`src/rtl/lpc_pkg.sv`:
```
// lpc_pkg: shared types and defaults for the LPC synthesis filter.
// State encoding, sample/coefficient types and size constants.
package lpc_pkg;
  localparam int ORDER_MAX  = 12;
  localparam int COEF_W     = 15;
  localparam int RESID_W    = 24;
  localparam int ACC_W      = 40;
  localparam int BLOCK_SIZE = 4096;

  typedef enum logic [2:0] {
    IDLE, LOAD, ACCEPT, MAC, SUM, EMIT
  } state_t;

  typedef logic signed [15:0]       sample_t;
  typedef logic signed [COEF_W-1:0] coef_t;
endpackage

```
`src/rtl/lpc_mac.sv`:
```
// lpc_mac: one signed multiply-accumulate per cycle.
// Clear has priority over enable; product is sign-extended into acc.
module lpc_mac import lpc_pkg::*; #(
  parameter int A_W = COEF_W,
  parameter int B_W = 16,
  parameter int AW  = ACC_W
) (
  input  logic                 iClock,
  input  logic                 iReset_n,
  input  logic                 iClear,
  input  logic                 iEnable,
  input  logic signed [A_W-1:0] iA,
  input  logic signed [B_W-1:0] iB,
  output logic signed [AW-1:0]  oAcc
);
  localparam int P_W = A_W + B_W;

  logic signed [P_W-1:0] prod;

  assign prod = iA * iB;

  // accumulate the current product, or restart from zero
  always_ff @(posedge iClock or negedge iReset_n) begin
    if (!iReset_n) begin
      oAcc <= '0;
    end else if (iClear) begin
      oAcc <= '0;
    end else if (iEnable) begin
      oAcc <= oAcc + {{(AW-P_W){prod[P_W-1]}}, prod};
    end
  end
endmodule

```
`src/rtl/lpc_synthesis.sv`:
```
// lpc_synthesis: decoder-side LPC synthesis, rebuilds PCM from residuals.
// Optional LPC_SYNTHESIS_SATURATE_EN clamps results and adds sticky oClip.
module lpc_synthesis #(
  parameter int ORDER_MAX  = lpc_pkg::ORDER_MAX,
  parameter int COEF_W     = lpc_pkg::COEF_W,
  parameter int RESID_W    = lpc_pkg::RESID_W,
  parameter int ACC_W      = lpc_pkg::ACC_W,
  parameter int BLOCK_SIZE = lpc_pkg::BLOCK_SIZE
) (
  input  logic                      iClock,
  input  logic                      iReset_n,
  input  logic                      iStart,
  input  logic [3:0]                iOrder,
  input  logic [4:0]                iShift,
  input  logic                      iCoeffValid,
  input  logic signed [COEF_W-1:0]  iCoeff,
  input  logic signed [RESID_W-1:0] iResidual,
  input  logic                      iValid,
  output logic                      oReady,
  output logic signed [15:0]        oSample,
  output logic                      oValid,
  output logic                      oBlockDone,
`ifdef LPC_SYNTHESIS_SATURATE_EN
  output logic                      oClip,
`endif
  output logic                      oBusy
);
  import lpc_pkg::*;

  localparam int NW = $clog2(BLOCK_SIZE);
  localparam logic signed [ACC_W-1:0] S_MAX = ACC_W'(32767);
  localparam logic signed [ACC_W-1:0] S_MIN = ACC_W'(-32768);

  state_t state, state_n;

  logic [3:0]               order_q;
  logic [4:0]               shift_q;
  logic [3:0]               k_q;
  logic [3:0]               j_q;
  logic [NW-1:0]            n_q;
  logic signed [COEF_W-1:0] coef_q [ORDER_MAX];
  sample_t                  hist_q [ORDER_MAX];
  logic signed [RESID_W-1:0] resid_q;
  sample_t                  sample_q;
  logic signed [ACC_W-1:0]  acc;
  logic signed [ACC_W-1:0]  pre;
  sample_t                  narrowed;
  logic [3:0]               ord_in;
  logic [3:0]               ord_m1;
  logic                     take;
  logic                     direct;
  logic                     last;
`ifdef LPC_SYNTHESIS_SATURATE_EN
  logic                     clip_d;
  logic                     clip_q;
  assign oClip = clip_q;
`endif

  function automatic logic signed [ACC_W-1:0] sext(
    input logic signed [RESID_W-1:0] v
  );
    return $signed({{(ACC_W-RESID_W){v[RESID_W-1]}}, v});
  endfunction

  assign ord_in  = (iOrder > 4'(ORDER_MAX)) ? 4'(ORDER_MAX) : iOrder;
  assign ord_m1  = order_q - 4'd1;
  assign take    = (state == ACCEPT) && iValid;
  assign direct  = (order_q == 4'd0) || (n_q < NW'(order_q));
  assign last    = n_q == NW'(BLOCK_SIZE - 1);
  assign oSample = sample_q;

  lpc_mac #(
    .A_W (COEF_W),
    .B_W (16),
    .AW  (ACC_W)
  ) u_mac (
    .iClock   (iClock),
    .iReset_n (iReset_n),
    .iClear   (take && !direct),
    .iEnable  (state == MAC),
    .iA       (coef_q[j_q]),
    .iB       (hist_q[j_q]),
    .oAcc     (acc)
  );

  // pre-narrowing result: verbatim beat, or residual plus floored prediction
  always_comb begin
    pre = sext(iResidual);
    if (state == SUM) begin
      pre = sext(resid_q) + (acc >>> shift_q);
    end
  end

  // narrow to 16 bits: wrap by default, clamp when saturation is built in
  always_comb begin
    narrowed = pre[15:0];
`ifdef LPC_SYNTHESIS_SATURATE_EN
    clip_d = 1'b0;
    if (pre > S_MAX) begin
      narrowed = 16'sh7fff;
      clip_d   = 1'b1;
    end else if (pre < S_MIN) begin
      narrowed = 16'sh8000;
      clip_d   = 1'b1;
    end
`endif
  end

  // state register
  always_ff @(posedge iClock or negedge iReset_n) begin
    if (!iReset_n) state <= IDLE;
    else           state <= state_n;
  end

  // next state and handshake outputs
  always_comb begin
    state_n    = state;
    oReady     = 1'b0;
    oValid     = 1'b0;
    oBlockDone = 1'b0;
    oBusy      = state != IDLE;
    unique case (state)
      IDLE: begin
        if (iStart) state_n = (ord_in == 4'd0) ? ACCEPT : LOAD;
      end
      LOAD: begin
        if (iCoeffValid && k_q == ord_m1) state_n = ACCEPT;
      end
      ACCEPT: begin
        oReady = 1'b1;
        if (iValid) state_n = direct ? EMIT : MAC;
      end
      MAC: begin
        if (j_q == ord_m1) state_n = SUM;
      end
      SUM: state_n = EMIT;
      EMIT: begin
        oValid = 1'b1;
        if (last) begin
          oBlockDone = 1'b1;
          state_n    = IDLE;
        end else begin
          state_n = ACCEPT;
        end
      end
      default: state_n = IDLE;
    endcase
  end

  // datapath: block setup, coefficient load, sample capture, history shift
  always_ff @(posedge iClock or negedge iReset_n) begin
    if (!iReset_n) begin
      order_q  <= '0;
      shift_q  <= '0;
      k_q      <= '0;
      j_q      <= '0;
      n_q      <= '0;
      resid_q  <= '0;
      sample_q <= '0;
      for (int i = 0; i < ORDER_MAX; i++) begin
        coef_q[i] <= '0;
        hist_q[i] <= '0;
      end
`ifdef LPC_SYNTHESIS_SATURATE_EN
      clip_q <= 1'b0;
`endif
    end else begin
      unique case (state)
        IDLE: begin
          if (iStart) begin
            order_q <= ord_in;
            shift_q <= iShift;
            k_q     <= '0;
            n_q     <= '0;
            for (int i = 0; i < ORDER_MAX; i++) begin
              coef_q[i] <= '0;
              hist_q[i] <= '0;
            end
`ifdef LPC_SYNTHESIS_SATURATE_EN
            clip_q <= 1'b0;
`endif
          end
        end
        LOAD: begin
          if (iCoeffValid) begin
            coef_q[k_q] <= iCoeff;
            k_q         <= k_q + 4'd1;
          end
        end
        ACCEPT: begin
          if (iValid) begin
            resid_q <= iResidual;
            j_q     <= '0;
            if (direct) begin
              sample_q <= narrowed;
`ifdef LPC_SYNTHESIS_SATURATE_EN
              clip_q <= clip_q | clip_d;
`endif
            end
          end
        end
        MAC: j_q <= j_q + 4'd1;
        SUM: begin
          sample_q <= narrowed;
`ifdef LPC_SYNTHESIS_SATURATE_EN
          clip_q <= clip_q | clip_d;
`endif
        end
        EMIT: begin
          hist_q[0] <= sample_q;
          for (int i = ORDER_MAX - 1; i > 0; i--) begin
            hist_q[i] <= hist_q[i-1];
          end
          n_q <= n_q + NW'(1);
        end
        default: ;
      endcase
    end
  end
endmodule

```
`config.mk`:
```
export PLATFORM = sky130hd
export DESIGN_NAME = lpc_synthesis
export DESIGN_NICKNAME = d
export VERILOG_FILES = /design/src/rtl/lpc_pkg.sv /design/src/rtl/lpc_mac.sv /design/src/rtl/lpc_synthesis.sv
export SDC_FILE = /design/constraint.sdc
export NUM_CORES = 2
export LEC_CHECK = 0
export CORE_ASPECT_RATIO = 1.4
export CORE_MARGIN = 2
export CORE_UTILIZATION = 40
export CTS_CLUSTER_SIZE = 28
export DETAILED_ROUTE_END_ITERATION = 10
export SLEW_MARGIN = 20
export SYNTH_ARGS = -nofsm -noshare
export SYNTH_HDL_FRONTEND = slang
export SYNTH_HIERARCHICAL = 1
export SYNTH_SLANG_ARGS = --single-unit
```
`constraint.sdc`:
```
create_clock -name iClock -period 28.1 [get_ports iClock]
set_clock_uncertainty 0.2 [all_clocks]
set_input_delay 2.81 -clock iClock [delete_from_list [all_inputs] [get_ports iClock]]
set_output_delay 2.81 -clock iClock [all_outputs]
set_load 0.005 [all_outputs]
```
==> results.cfg <==
[worst_setup_path]
path_common_cell = fa_1
worstPathArrival_ns = 12.26
cp_max_fo = 54
r2r_start = j_q[1]
path_class = reg -> reg
worstSetupStartpoint = j_q[1]
slowest_stage = dfrtp_4
timing.critical_path.to_type = register
critical_path.max_stage_delay_ns = 1.00
ff2ff_path_depth = 33
start_kind = register
required_ns = 28.39

[synthesis]
synth_edf_count = 0
synth_top_family_by_area = adder cells
synth_adder_area_share = 0.1936
synthMuxAreaShare = 0.1062
syn_area_per_cell_um2 = 10.10
synthCells = 3395
syn_area_mm2 = 0.03427
synth_warnings = 6
synth_compound_area_frac = 0.1511
ys_ff_latch = 476
ys_seq_area_frac = 0.3475
synth_nets = 3836
ys.flop_type = dfrtp_1
synth_cell_type_count = 85
synthXorXnorAreaFrac = 0.02220
async_flop_share = 1.000
synthSimpleGateAreaFrac = 0.1156

[clock_tree]
clk_pin_slew_ns = 0.06
post-cts-setup-buffers = 0
clockBufferDepth = 3
cts_tree = yes
cts_resized = 0
clockRootBuffer = clkbuf_16
htree_levels = 2
ctsHoldBuffers = 0
cts_sinks = 476
clock_latency_ns = 0.60
cts-buffers-inserted = 48

[grt]
overflow = 0
grt_max_degree = 173
grt_usage = 0.2040
grt_pass1_wl_mm = 143.1
first_global_vias = 25480
antenna_found_initial = 2

[final_layout]
final_common_cell = nand2_1
drive_gt1_frac = 0.08802
layout_common_cells = nand2_1, dfrtp_1, inv_1
area_growth_pct = 9.871
antenna_cells = 0
num-nets-final = 3800
design_area_mm2 = 0.03766

[sta]
relSlewSlack = 0.2598
grt_setup_unrepaired = false
final_max_slew_viol_count = 0
tightest_slew_ns = 1.110
hold_viol_final = 0
period_needed_ns = 11.98
finalSetupTns_ns = 0
setup_violations = 0
fmax_mhz = 83.50
finalCritPeriodShare = 0.4262

[floorplan]
num_rows = 127
fp.dieW_um = 251.4
core-area_mm2 = 0.08533
floorplan.initialDensity = 0.4016
die_area_mm2 = 0.08807
pin_count = 73
die_h_um = 350.3

[run]
max_cap_viol_count = 0

[route]
drt_iter0_markers = 1404
post_drt_wl_per_cell_um = 19.48
post-route-drc-count = 0
dr.pass1.iters = 5
ant_nets = 0
routed_wirelength_mm = 87.54
vias = 24740
viasPerCell = 5.506

[power_and_ir_drop]
peakVddDrop_mv = 0.07087
p_leak_nw = 17.74
power_density_mw_per_mm2 = 113.6

[outcome]
status = finished clean

[placement]
dp_hpwl_mm = 62.27
io_buffer_count = 64
place_area_mm2 = 0.03603
place.gp.congestion = 0.8457

[hold_path]
min_from = coef_q[3]
whs_path_depth = 2
min_path_type = reg -> reg
## through the flow
stage	instances	total power, mW	util	hold WS (ns)	setup slack (ns)
5_1_grt	4493	4.648	0.4413	0.3004	15.46
3_3_place_gp	4405	3.609	0.4223	0.2594	16.15
2_1_floorplan	3395	2.889	-	0.2446	17.69
4_1_cts	4493	4.318	0.4412	0.2791	16.06
6_report	4493	4.277	0.4413	0.2723	16.12
3_5_place_dp	4405	3.643	0.4223	0.2656	16.06
## registers in the layout (all words and copies together) (netlist names), 5 cells and up
name / cells
oSample: 16
u_mac/oAcc: 40
coef_q: 180
resid_q: 16
hist_q: 192
n_q: 12
shift_q: 5
## path summary, 6_finish.rpt
| kind | slack [ns] | endpoint |
|---|---|---|
| max | 16.12 | u_mac/oAcc[39] |
| min | 0.27 | coef_q[3] |
| max reg2reg | 16.12 | u_mac/oAcc[39] |
| min reg2reg | 0.27 | coef_q[3] |
| max in group asynchronous | 23.48 | u_mac/oAcc[2] |
| min in group asynchronous | 2.05 | n_q[2] |
## where the power goes
part | internal [mW] | switching [mW] | total [mW]
clock network | 0.375 | 0.282 | 0.657
registers | 0.838 | 0.184 | 1.02
logic | 1.03 | 1.57 | 2.60
total | 2.25 | 2.03 | 4.28
## Yosys cell counts (4+ instances only)
master	count	area share
a211oi_1	20	0.0044
a21o_1	34	0.0074
a21oi_1	91	0.013
a221oi_1	4	0.0010
a22o_1	195	0.050
a31oi_1	18	0.0033
a41oi_1	5	0.0013
and2_1	125	0.023
and3_1	9	0.0016
buf_1	22	0.0024
buf_2	27	0.0039
clkbuf_1	152	0.017
dfrtp_1	476	0.35
fa_1	237	0.14
ha_1	151	0.055
inv_1	363	0.040
mux2_1	8	0.0026
mux2_2	14	0.0046
mux2i_1	89	0.026
mux4_2	109	0.072
nand2_1	475	0.052
nand2b_1	17	0.0031
nand3_1	33	0.0048
nand3b_1	6	0.0013
nand4_1	15	0.0027
nor2_1	129	0.014
nor2b_1	19	0.0035
nor3_1	20	0.0029
o211ai_1	20	0.0044
o21a_1	14	0.0031
o21ai_0	83	0.012
o21ai_1	201	0.029
o21bai_1	8	0.0018
o22ai_1	32	0.0058
o31ai_1	6	0.0013
or2_1	4	0.00073
or3_1	9	0.0016
xnor2_1	61	0.016
xor2_1	24	0.0061
## per-layer routing
layer / up-vias / track usage / part of all wire
met2: 438 / 0.3801 / 0.54
li1: 11540 / - / -
met3: 144 / 0.01951 / 0.029
met5: - / 0 / 0
met4: 0 / 0.05770 / 0.029
met1: 12610 / 0.2499 / 0.41
## final cells by class
cell class | count | area [um2]
clock inverters | 19 | 222.7
clock buffers | 69 | 1391
multi-input cells | 2349 | 20290
repair buffers | 118 | 1084
well taps | 1096 | 1371
flip-flops and latches | 476 | 11920
fillers | 8142 | 47670
inverters | 366 | 1379
## critical path: cells and delay by family, from the launching register on
family	cells	cell delay (ns)
adders and majority gates	8	4.41
AOI/OAI and AO/OA	11	3.15
DFF	1	1.00
and+or+nand+nor	5	0.98
muxes	4	0.95
buffers and inverters	4	0.87
xor gates and xnor gates	1	0.21
## cell families after synthesis
logic type,count (synthesis)
AOI/OAI and AO/OA,773
xor gates and xnor gates,86
adders and majority gates,388
buffers and inverters,570
DFF,476
muxes,223
and+or+nand+nor,879
No activity file was read; power rests on OpenSTA's default activity.
